$ cat src/rtl/fetch_unit_if.sv
// ============================================================================
// Module  : fetch_unit_if
// Purpose : Instruction-memory and decoder-facing signals of the fetch unit.
// Revision: 1.0  initial release
// ============================================================================
`default_nettype none

interface fetch_unit_if;
    logic        o_mem_req;
    logic [63:0] o_mem_addr;
    logic        i_mem_ack;
    logic        i_mem_rvalid;
    logic [31:0] i_mem_rdata;
    logic        o_insn_valid;
    logic [31:0] o_insn;
    logic [63:0] o_insn_pc;
    logic        i_insn_ready;
    logic        i_redirect;
    logic [63:0] i_redirect_pc;
    logic        i_halt;

    modport master (
        output o_mem_req, o_mem_addr, o_insn_valid, o_insn, o_insn_pc,
        input  i_mem_ack, i_mem_rvalid, i_mem_rdata, i_insn_ready,
        input  i_redirect, i_redirect_pc, i_halt
    );

    modport slave (
        input  o_mem_req, o_mem_addr, o_insn_valid, o_insn, o_insn_pc,
        output i_mem_ack, i_mem_rvalid, i_mem_rdata, i_insn_ready,
        output i_redirect, i_redirect_pc, i_halt
    );
endinterface

`default_nettype wire

$ cat src/rtl/fetch_unit.sv
// ============================================================================
// Module  : fetch_unit
// Purpose : Single-outstanding instruction fetcher feeding a small FIFO.
// Revision: 1.0  initial release
// ============================================================================
`default_nettype none

module fetch_unit #(
    parameter logic [63:0] RESET_PC = 64'h0,
    parameter int          DEPTH    = 2
) (
    input  wire logic      i_clk,
    input  wire logic      i_rst_n,
    fetch_unit_if.master   bus
);

    localparam int PW = (DEPTH > 2) ? 2 : 1;
    localparam int CW = PW + 1;
    localparam logic [63:0]   c_RESET_PC = {RESET_PC[63:2], 2'b00};
    localparam logic [CW-1:0] c_DEPTH    = CW'(DEPTH);

    typedef enum logic [2:0] {
        S_IDLE   = 3'd0,
        S_REQ    = 3'd1,
        S_WAIT   = 3'd2,
        S_DROP   = 3'd3,
        S_HALTED = 3'd4
    } state_t;

    state_t         r_state;
    state_t         w_state_nxt;
    logic [63:0]    r_pc;
    logic [63:0]    r_req_pc;
    logic [CW-1:0]  r_count;
    logic [PW-1:0]  r_wr_ptr;
    logic [PW-1:0]  r_rd_ptr;
    logic           r_halt_pend;
    logic           w_halt_pend_nxt;
    logic           w_push;
    logic           w_pop;
    logic           w_space;
    logic           w_accept;
    logic [31:0]    r_insn_mem [DEPTH];
    logic [63:0]    r_pc_mem   [DEPTH];

    assign w_pop    = (r_count != '0) && bus.i_insn_ready;
    // A same-cycle pop frees a slot before the new response can return.
    assign w_space  = (r_count < c_DEPTH) || w_pop;
    assign w_accept = (r_state == S_REQ) && bus.i_mem_ack;

    assign bus.o_mem_req    = (r_state == S_REQ);
    assign bus.o_mem_addr   = r_pc;
    assign bus.o_insn_valid = (r_count != '0);
    assign bus.o_insn       = r_insn_mem[r_rd_ptr];
    assign bus.o_insn_pc    = r_pc_mem[r_rd_ptr];

    always_ff @(posedge i_clk or negedge i_rst_n) begin
        if (!i_rst_n) begin
            r_state <= S_IDLE;
        end else begin
            r_state <= w_state_nxt;
        end
    end

    always_comb begin
        w_state_nxt     = r_state;
        w_halt_pend_nxt = r_halt_pend;
        w_push          = 1'b0;
        if (bus.i_redirect) begin
            w_halt_pend_nxt = 1'b0;
            case (r_state)
                S_WAIT:  w_state_nxt = bus.i_mem_rvalid ? S_IDLE : S_DROP;
                S_REQ:   w_state_nxt = bus.i_mem_ack ? S_DROP : S_IDLE;
                S_DROP:  w_state_nxt = bus.i_mem_rvalid ? S_IDLE : S_DROP;
                default: w_state_nxt = S_IDLE;
            endcase
        end else begin
            case (r_state)
                S_IDLE: begin
                    if (bus.i_halt)   w_state_nxt = S_HALTED;
                    else if (w_space) w_state_nxt = S_REQ;
                end
                S_REQ: begin
                    if (bus.i_mem_ack) begin
                        w_state_nxt = S_WAIT;
                        if (bus.i_halt) w_halt_pend_nxt = 1'b1;
                    end else if (bus.i_halt) begin
                        w_state_nxt = S_HALTED;
                    end
                end
                S_WAIT: begin
                    // A halt discards the in-flight word whether or not it arrives now.
                    if (bus.i_halt || r_halt_pend) begin
                        if (bus.i_mem_rvalid) begin
                            w_state_nxt     = S_HALTED;
                            w_halt_pend_nxt = 1'b0;
                        end else begin
                            w_state_nxt     = S_DROP;
                            w_halt_pend_nxt = 1'b1;
                        end
                    end else if (bus.i_mem_rvalid) begin
                        w_state_nxt = S_IDLE;
                        w_push      = 1'b1;
                    end
                end
                S_DROP: begin
                    if (bus.i_halt) w_halt_pend_nxt = 1'b1;
                    if (bus.i_mem_rvalid) begin
                        w_state_nxt     = (bus.i_halt || r_halt_pend) ? S_HALTED : S_IDLE;
                        w_halt_pend_nxt = 1'b0;
                    end
                end
                S_HALTED: w_state_nxt = S_HALTED;
                default:  w_state_nxt = S_IDLE;
            endcase
        end
    end

    always_ff @(posedge i_clk or negedge i_rst_n) begin
        if (!i_rst_n) begin
            r_pc        <= c_RESET_PC;
            r_req_pc    <= '0;
            r_count     <= '0;
            r_wr_ptr    <= '0;
            r_rd_ptr    <= '0;
            r_halt_pend <= 1'b0;
            for (int i = 0; i < DEPTH; i++) begin
                r_insn_mem[i] <= '0;
                r_pc_mem[i]   <= '0;
            end
        end else begin
            r_halt_pend <= w_halt_pend_nxt;
            if (bus.i_redirect) begin
                r_pc     <= {bus.i_redirect_pc[63:2], 2'b00};
                r_count  <= '0;
                r_wr_ptr <= '0;
                r_rd_ptr <= '0;
            end else begin
                if (w_accept) begin
                    r_req_pc <= r_pc;
                    r_pc     <= r_pc + 64'd4;
                end
                if (w_push) begin
                    r_insn_mem[r_wr_ptr] <= bus.i_mem_rdata;
                    r_pc_mem[r_wr_ptr]   <= r_req_pc;
                    r_wr_ptr             <= r_wr_ptr + PW'(1);
                end
                if (w_pop) begin
                    r_rd_ptr <= r_rd_ptr + PW'(1);
                end
                if (w_push && !w_pop) begin
                    r_count <= r_count + CW'(1);
                end else if (w_pop && !w_push) begin
                    r_count <= r_count - CW'(1);
                end
            end
        end
    end

endmodule

`default_nettype wire

$ cat src/flat_wrapper.sv
// flat-port wrapper written by rule: the top's interface ports become plain ports
module fetch_unit_flat 
#(
    parameter logic [63:0] RESET_PC = 64'h0,
    parameter int          DEPTH    = 2
)
  (i_clk, i_rst_n, bus_o_mem_req, bus_o_mem_addr, bus_o_insn_valid, bus_o_insn, bus_o_insn_pc, bus_i_mem_ack, bus_i_mem_rvalid, bus_i_mem_rdata, bus_i_insn_ready, bus_i_redirect, bus_i_redirect_pc, bus_i_halt);
  fetch_unit_if bus_i ();
  input  wire logic i_clk;
  input  wire logic i_rst_n;
  output wire logic [$bits(bus_i.o_mem_req)-1:0] bus_o_mem_req;
  output wire logic [$bits(bus_i.o_mem_addr)-1:0] bus_o_mem_addr;
  output wire logic [$bits(bus_i.o_insn_valid)-1:0] bus_o_insn_valid;
  output wire logic [$bits(bus_i.o_insn)-1:0] bus_o_insn;
  output wire logic [$bits(bus_i.o_insn_pc)-1:0] bus_o_insn_pc;
  input wire logic [$bits(bus_i.i_mem_ack)-1:0] bus_i_mem_ack;
  input wire logic [$bits(bus_i.i_mem_rvalid)-1:0] bus_i_mem_rvalid;
  input wire logic [$bits(bus_i.i_mem_rdata)-1:0] bus_i_mem_rdata;
  input wire logic [$bits(bus_i.i_insn_ready)-1:0] bus_i_insn_ready;
  input wire logic [$bits(bus_i.i_redirect)-1:0] bus_i_redirect;
  input wire logic [$bits(bus_i.i_redirect_pc)-1:0] bus_i_redirect_pc;
  input wire logic [$bits(bus_i.i_halt)-1:0] bus_i_halt;
  assign bus_o_mem_req = bus_i.o_mem_req;
  assign bus_o_mem_addr = bus_i.o_mem_addr;
  assign bus_o_insn_valid = bus_i.o_insn_valid;
  assign bus_o_insn = bus_i.o_insn;
  assign bus_o_insn_pc = bus_i.o_insn_pc;
  assign bus_i.i_mem_ack = bus_i_mem_ack;
  assign bus_i.i_mem_rvalid = bus_i_mem_rvalid;
  assign bus_i.i_mem_rdata = bus_i_mem_rdata;
  assign bus_i.i_insn_ready = bus_i_insn_ready;
  assign bus_i.i_redirect = bus_i_redirect;
  assign bus_i.i_redirect_pc = bus_i_redirect_pc;
  assign bus_i.i_halt = bus_i_halt;
  fetch_unit #(.RESET_PC(RESET_PC), .DEPTH(DEPTH)) u_core (.i_clk(i_clk), .i_rst_n(i_rst_n), .bus(bus_i));
endmodule
$ cat config.mk
export PLATFORM = sky130hd
export DESIGN_NAME = fetch_unit_flat
export DESIGN_NICKNAME = d
export VERILOG_FILES = /design/src/rtl/fetch_unit_if.sv /design/src/rtl/fetch_unit.sv /design/src/flat_wrapper.sv
export SDC_FILE = /design/constraint.sdc
export NUM_CORES = 1
export LEC_CHECK = 0
export BUFFER_PORTS_ARGS = -buffer_cell sky130_fd_sc_hd__buf_2
export CAP_MARGIN = 20
export CELL_PAD_IN_SITES_DETAIL_PLACEMENT = 1
export CELL_PAD_IN_SITES_GLOBAL_PLACEMENT = 1
export CORE_MARGIN = 2
export CORE_UTILIZATION = 40
export CTS_CLUSTER_DIAMETER = 60
export DETAILED_ROUTE_END_ITERATION = 10
export PLACE_DENSITY = 0.76
export SETUP_SLACK_MARGIN = 0.1
export SYNTH_ARGS = -nofsm -noshare
export SYNTH_HDL_FRONTEND = slang
export SYNTH_SLANG_ARGS = --single-unit
$ cat constraint.sdc
create_clock -name i_clk -period 4.6 [get_ports i_clk]
set_input_delay 0.23 -clock i_clk [delete_from_list [all_inputs] [get_ports i_clk]]
set_output_delay 0.23 -clock i_clk [all_outputs]
set_load 0.01 [all_outputs]
==> results.rst <==
.. list-table::
   :header-rows: 1

   * - Metric
     - Value
   * - Number of iterations in the first detailed-routing pass
     - 4
   * - Leakage Power
     - 8.87 nW
   * - Worst reg2reg path endpoint
     - u_core.bus.o_mem_addr[58]$_DFFE_PN0P_
   * - Initial standard-cell utilization of the core
     - 40.6%
   * - Aggregate negative setup slack
     - 0 ns
   * - Post-DP HPWL
     - 24700 um
   * - Number of vias in the routed layout
     - 10.3k
   * - Number of enable flip-flop cells after synthesis
     - 0
   * - Number of violations of the max-capacitance limit
     - 0
   * - Number of placement rows
     - 69
   * - Run status
     - finished, final reports clean
   * - Mean post-synth cell area
     - 13.0 um2
   * - Horizontal extent of the die
     - 194 um
   * - Synth Warn #
     - 0
   * - Buffer type at the clock tree root
     - clkbuf_16
   * - Gp weighted congestion
     - 0.737
   * - CTS tree
     - built
   * - Fraction of layout instances using a drive strength above 1
     - 46.7%
   * - Critical path, cell by cell
     - nand4bb_1 > or4_1 > or4_4 > or4_1 > a31oi_1
   * - Time the final worst path needs with I/O delays and setup
     - 3.49 ns
   * - Number of cells upsized or downsized after cts
     - 0
   * - Master of the slowest instance on the critical path
     - or4_1
   * - Number of inserted filler cells in the final layout
     - 3649
   * - Switching component of the power
     - 0.00259 W
   * - Worst Path Max Fanout
     - 15
   * - Port-buffer cells
     - 258
   * - Overall Global Routing Usage
     - 22.0%
   * - Required time reported for the critical path endpoint
     - 5.06 ns
   * - Number of setup violations in the final report
     - 0
   * - Pwr/cell area
     - 487 nW/um2
   * - Most used flip-flop cell after synthesis
     - dfrtp_1
   * - Antenna violations before repair
     - 3
   * - Fraction of the mapped netlist area in compound gates
     - 3.51%
   * - Setup crit start
     - u_core.r_state[1]$_DFFE_PN0P_
   * - Worst slew margin relative to its limit
     - 30.9%
   * - Crit Path Class
     - reg -> reg
   * - WL per Instance
     - 21.1 um
   * - Latest clock arrival within the worst-skew pair
     - 0.56 ns
   * - Worst Setup Start Kind
     - flop
   * - Most frequent cells in the layout
     - mux2_2, dfrtp_1, buf_2
   * - Combined area of all synthesized cells
     - 14400 um2
   * - Actual slew at the worst max-slew pin
     - 1.03 ns
   * - Number of failing hold endpoints at the final stage
     - 0
   * - Cells after Synth
     - 1112
   * - Combinational group share of total power
     - 21.8%
   * - Vias per std cell
     - 5.32
   * - H-tree levels
     - 2
   * - FF-to-FF path depth
     - 5
   * - Peak supply drop
     - 0.346 mV
   * - Number of buffers inserted to repair setup after CTS
     - 0
   * - Launch point of the worst reg-to-reg path
     - u_core.r_state[1]$_DFFE_PN0P_
   * - Slowest Stage Delay on Critical Path
     - 0.99 ns
   * - Share of total power consumed by net switching
     - 28.9%
   * - Count of non-filler cells in the finished layout
     - 1944
   * - First-iteration detailed-routing DRC count
     - 480
   * - Wire length reported by the detailed router
     - 41000 um
   * - Final net count
     - 1554
   * - Total die area
     - 37500 um2
   * - Area share of and/or/nand/nor cells after synthesis
     - 8.38%
   * - Seq/Total Area, Yosys
     - 55.6%
   * - End point of the critical path
     - u_core.bus.o_mem_addr[58]$_DFFE_PN0P_
   * - Int Pwr
     - 0.00637 W
   * - Ports placed on the boundary
     - 265
   * - Largest family of logic cells by synthesized area
     - multiplexers
   * - Peak Freq
     - 0.286 GHz
   * - Core area
     - 35500 um2
   * - Asr flop ratio synth
     - 100%
   * - Residual antenna-violating net count after detailed routing
     - 0
   * - R2R setup slack
     - 1.11 ns
   * - Arrival time of data at the critical path endpoint
     - 3.95 ns
   * - Setup clock skew after layout
     - 0.0261 ns
   * - Share of the clock period used by the worst path after layout
     - 75.9%
   * - Vias in the first global route
     - 11.4k
   * - Synth Register Bits
     - 320
   * - Leading cell type in the layout, fill and taps excluded
     - mux2_2
   * - Global-route wire length before repair
     - 65100 um
   * - Fraction of the mapped netlist area in adder cells
     - 0.0869%
   * - Unrepaired setup endpoints after global routing
     - false
   * - Cell count after placement
     - 1775
   * - Part of the total power dissipated in the clock network
     - 34.1%
   * - Clock buffers created by TritonCTS
     - 39
   * - Unique cell type count in the Yosys netlist
     - 46
   * - Pin count of the biggest net entering global routing
     - 132
   * - Area Overhead vs Synth
     - 27.8%
   * - Clock transition time at the flip-flop clock pins of the worst setup and hold paths
     - 0.06 ns
   * - Remaining routing DRC violations
     - 0
   * - Clock Tree Buf Depth
     - 3
   * - Part of the power in registers
     - 44.1%
   * - Sink count of the clock tree
     - 320
   * - Multiplexer share of the synthesized area
     - 27.3%
   * - Die height
     - 194 um
   * - Most repeated library cell on the critical path
     - or4_1
   * - Number of slew-limit violations in the final report
     - 0
   * - Xor and xnor area share after synthesis
     - 2.80%
   * - Total congestion overflow
     - 0
   * - Sort of element at the end of the critical path
     - flop
   * - Min-delay worst type
     - in -> reg
==> cell families after synthesis <==
logic type                 Yosys count
muxes                              350
DFF                                320
and+or+nand+nor                    228
AOI/OAI and AO/OA                   88
buffers and inverters               78
xor gates and xnor gates            46
adders and majority gates            1
other                                1
==> cell usage after synthesis (all sizes together) (2+ instances only) <==
master | n | share of area [%]
mux2i | 2 | 0.14
clkbuf | 51 | 1.3
a22oi | 2 | 0.10
nor2 | 28 | 0.73
inv | 5 | 0.13
buf | 22 | 0.81
a31oi | 13 | 0.56
and4 | 9 | 0.55
o21ai | 57 | 2.0
xnor2 | 28 | 1.7
nor4 | 17 | 0.74
xor2 | 18 | 1.1
nand4 | 24 | 1.0
nor3b | 6 | 0.31
a21oi | 4 | 0.14
dfrtp | 320 | 56
nand3 | 17 | 0.59
nor3 | 13 | 0.45
nand2b | 2 | 0.087
o31ai | 2 | 0.10
nand2 | 70 | 1.8
mux2 | 348 | 27
and3 | 7 | 0.30
or4 | 10 | 0.57
nor2b | 7 | 0.30
a221o | 3 | 0.21
or3 | 12 | 0.52
==> stage by stage <==
step                utilization [%]  instance area, um2  hold slack [ns]  total power, W  setup WS [ns]
finish                         51.9               18400           0.0382         0.00896           1.11
global route                   51.9               18400           0.0310         0.00942          0.979
floorplan                         -               14400          -0.0656         0.00505           1.96
global placement               45.6               16200            0.432         0.00574           1.24
CTS                            51.9               18400          0.00354         0.00904           1.11
detailed placement             45.6               16200            0.432         0.00585           1.14
==> cell type report <==
class	count	area, um2	area share (%)
flip-flops and latches	320	8010	43.5
multi-input cells	717	6110	33.2
repair buffers	367	2410	13.1
clock buffers	56	1120	6.08
well taps	461	577	3.13
clock inverters	15	153	0.829
inverters	5	18.8	0.102
diodes	3	7.51	0.0408
==> worst min path at each step <==
stage                     start  cells after the start  slack, ns                               endpoint
2_1_floorplan           i_rst_n                      0      -0.07  u_core.bus.o_mem_addr[10]$_DFFE_PN0P_
3_3_place_gp            i_rst_n                      1       0.43       u_core.r_insn_mem[0]$_DFFE_PN0P_
3_5_place_dp            i_rst_n                      1       0.43      u_core.r_insn_mem[34]$_DFFE_PN0P_
4_1_cts        bus_i_mem_rvalid                      3      0.004          u_core.r_state[1]$_DFFE_PN0P_
5_1_grt        bus_i_mem_rvalid                      3       0.03          u_core.r_state[1]$_DFFE_PN0P_
6_report       bus_i_mem_rvalid                      3       0.04          u_core.r_state[1]$_DFFE_PN0P_
==> registers in the layout (all words and copies together) (netlist names) <==
register,cells
u_core.r_pc_mem,124
u_core.r_insn_mem,64
u_core.bus.o_mem_addr,62
u_core.r_req_pc,62
u_core.r_state,3
u_core.r_count,2
u_core.r_halt_pend,1
u_core.r_rd_ptr,1
u_core.r_wr_ptr,1
==> routing by layer <==
layer  global-route usage [%]  share of wire, %  up-vias
met5                        0                 0        -
met4                     6.67               2.5        0
met3                     4.97               5.0       69
met2                     37.8                50      256
met1                     27.5                42     5327
li1                         -                 -     4685
==> power by group through the flow <==
stage | clock network [W] | logic [W] | registers, W
2_1_floorplan | 0 | 0.00123 | 0.00382
3_3_place_gp | 0 | 0.00181 | 0.00393
3_5_place_dp | 0 | 0.00186 | 0.00399
4_1_cts | 0.00313 | 0.00196 | 0.00395
5_1_grt | 0.00325 | 0.00211 | 0.00406
6_report | 0.00306 | 0.00195 | 0.00396
==> worst max-delay path: cells and delay by family, from the launching register on <==
family             cells  cell delay, ns
AOI/OAI and AO/OA      1            0.17
and+or+nand+nor        4            2.72
DFF                    1            0.50
==> timing repair <==
action | in CTS | in global routing
hold endpoints to repair | 255 | 0
hold buffers | 95 | 0
endpoints found under the setup margin | 0 | 0
Note: power is estimated with default switching activity, not from simulation.
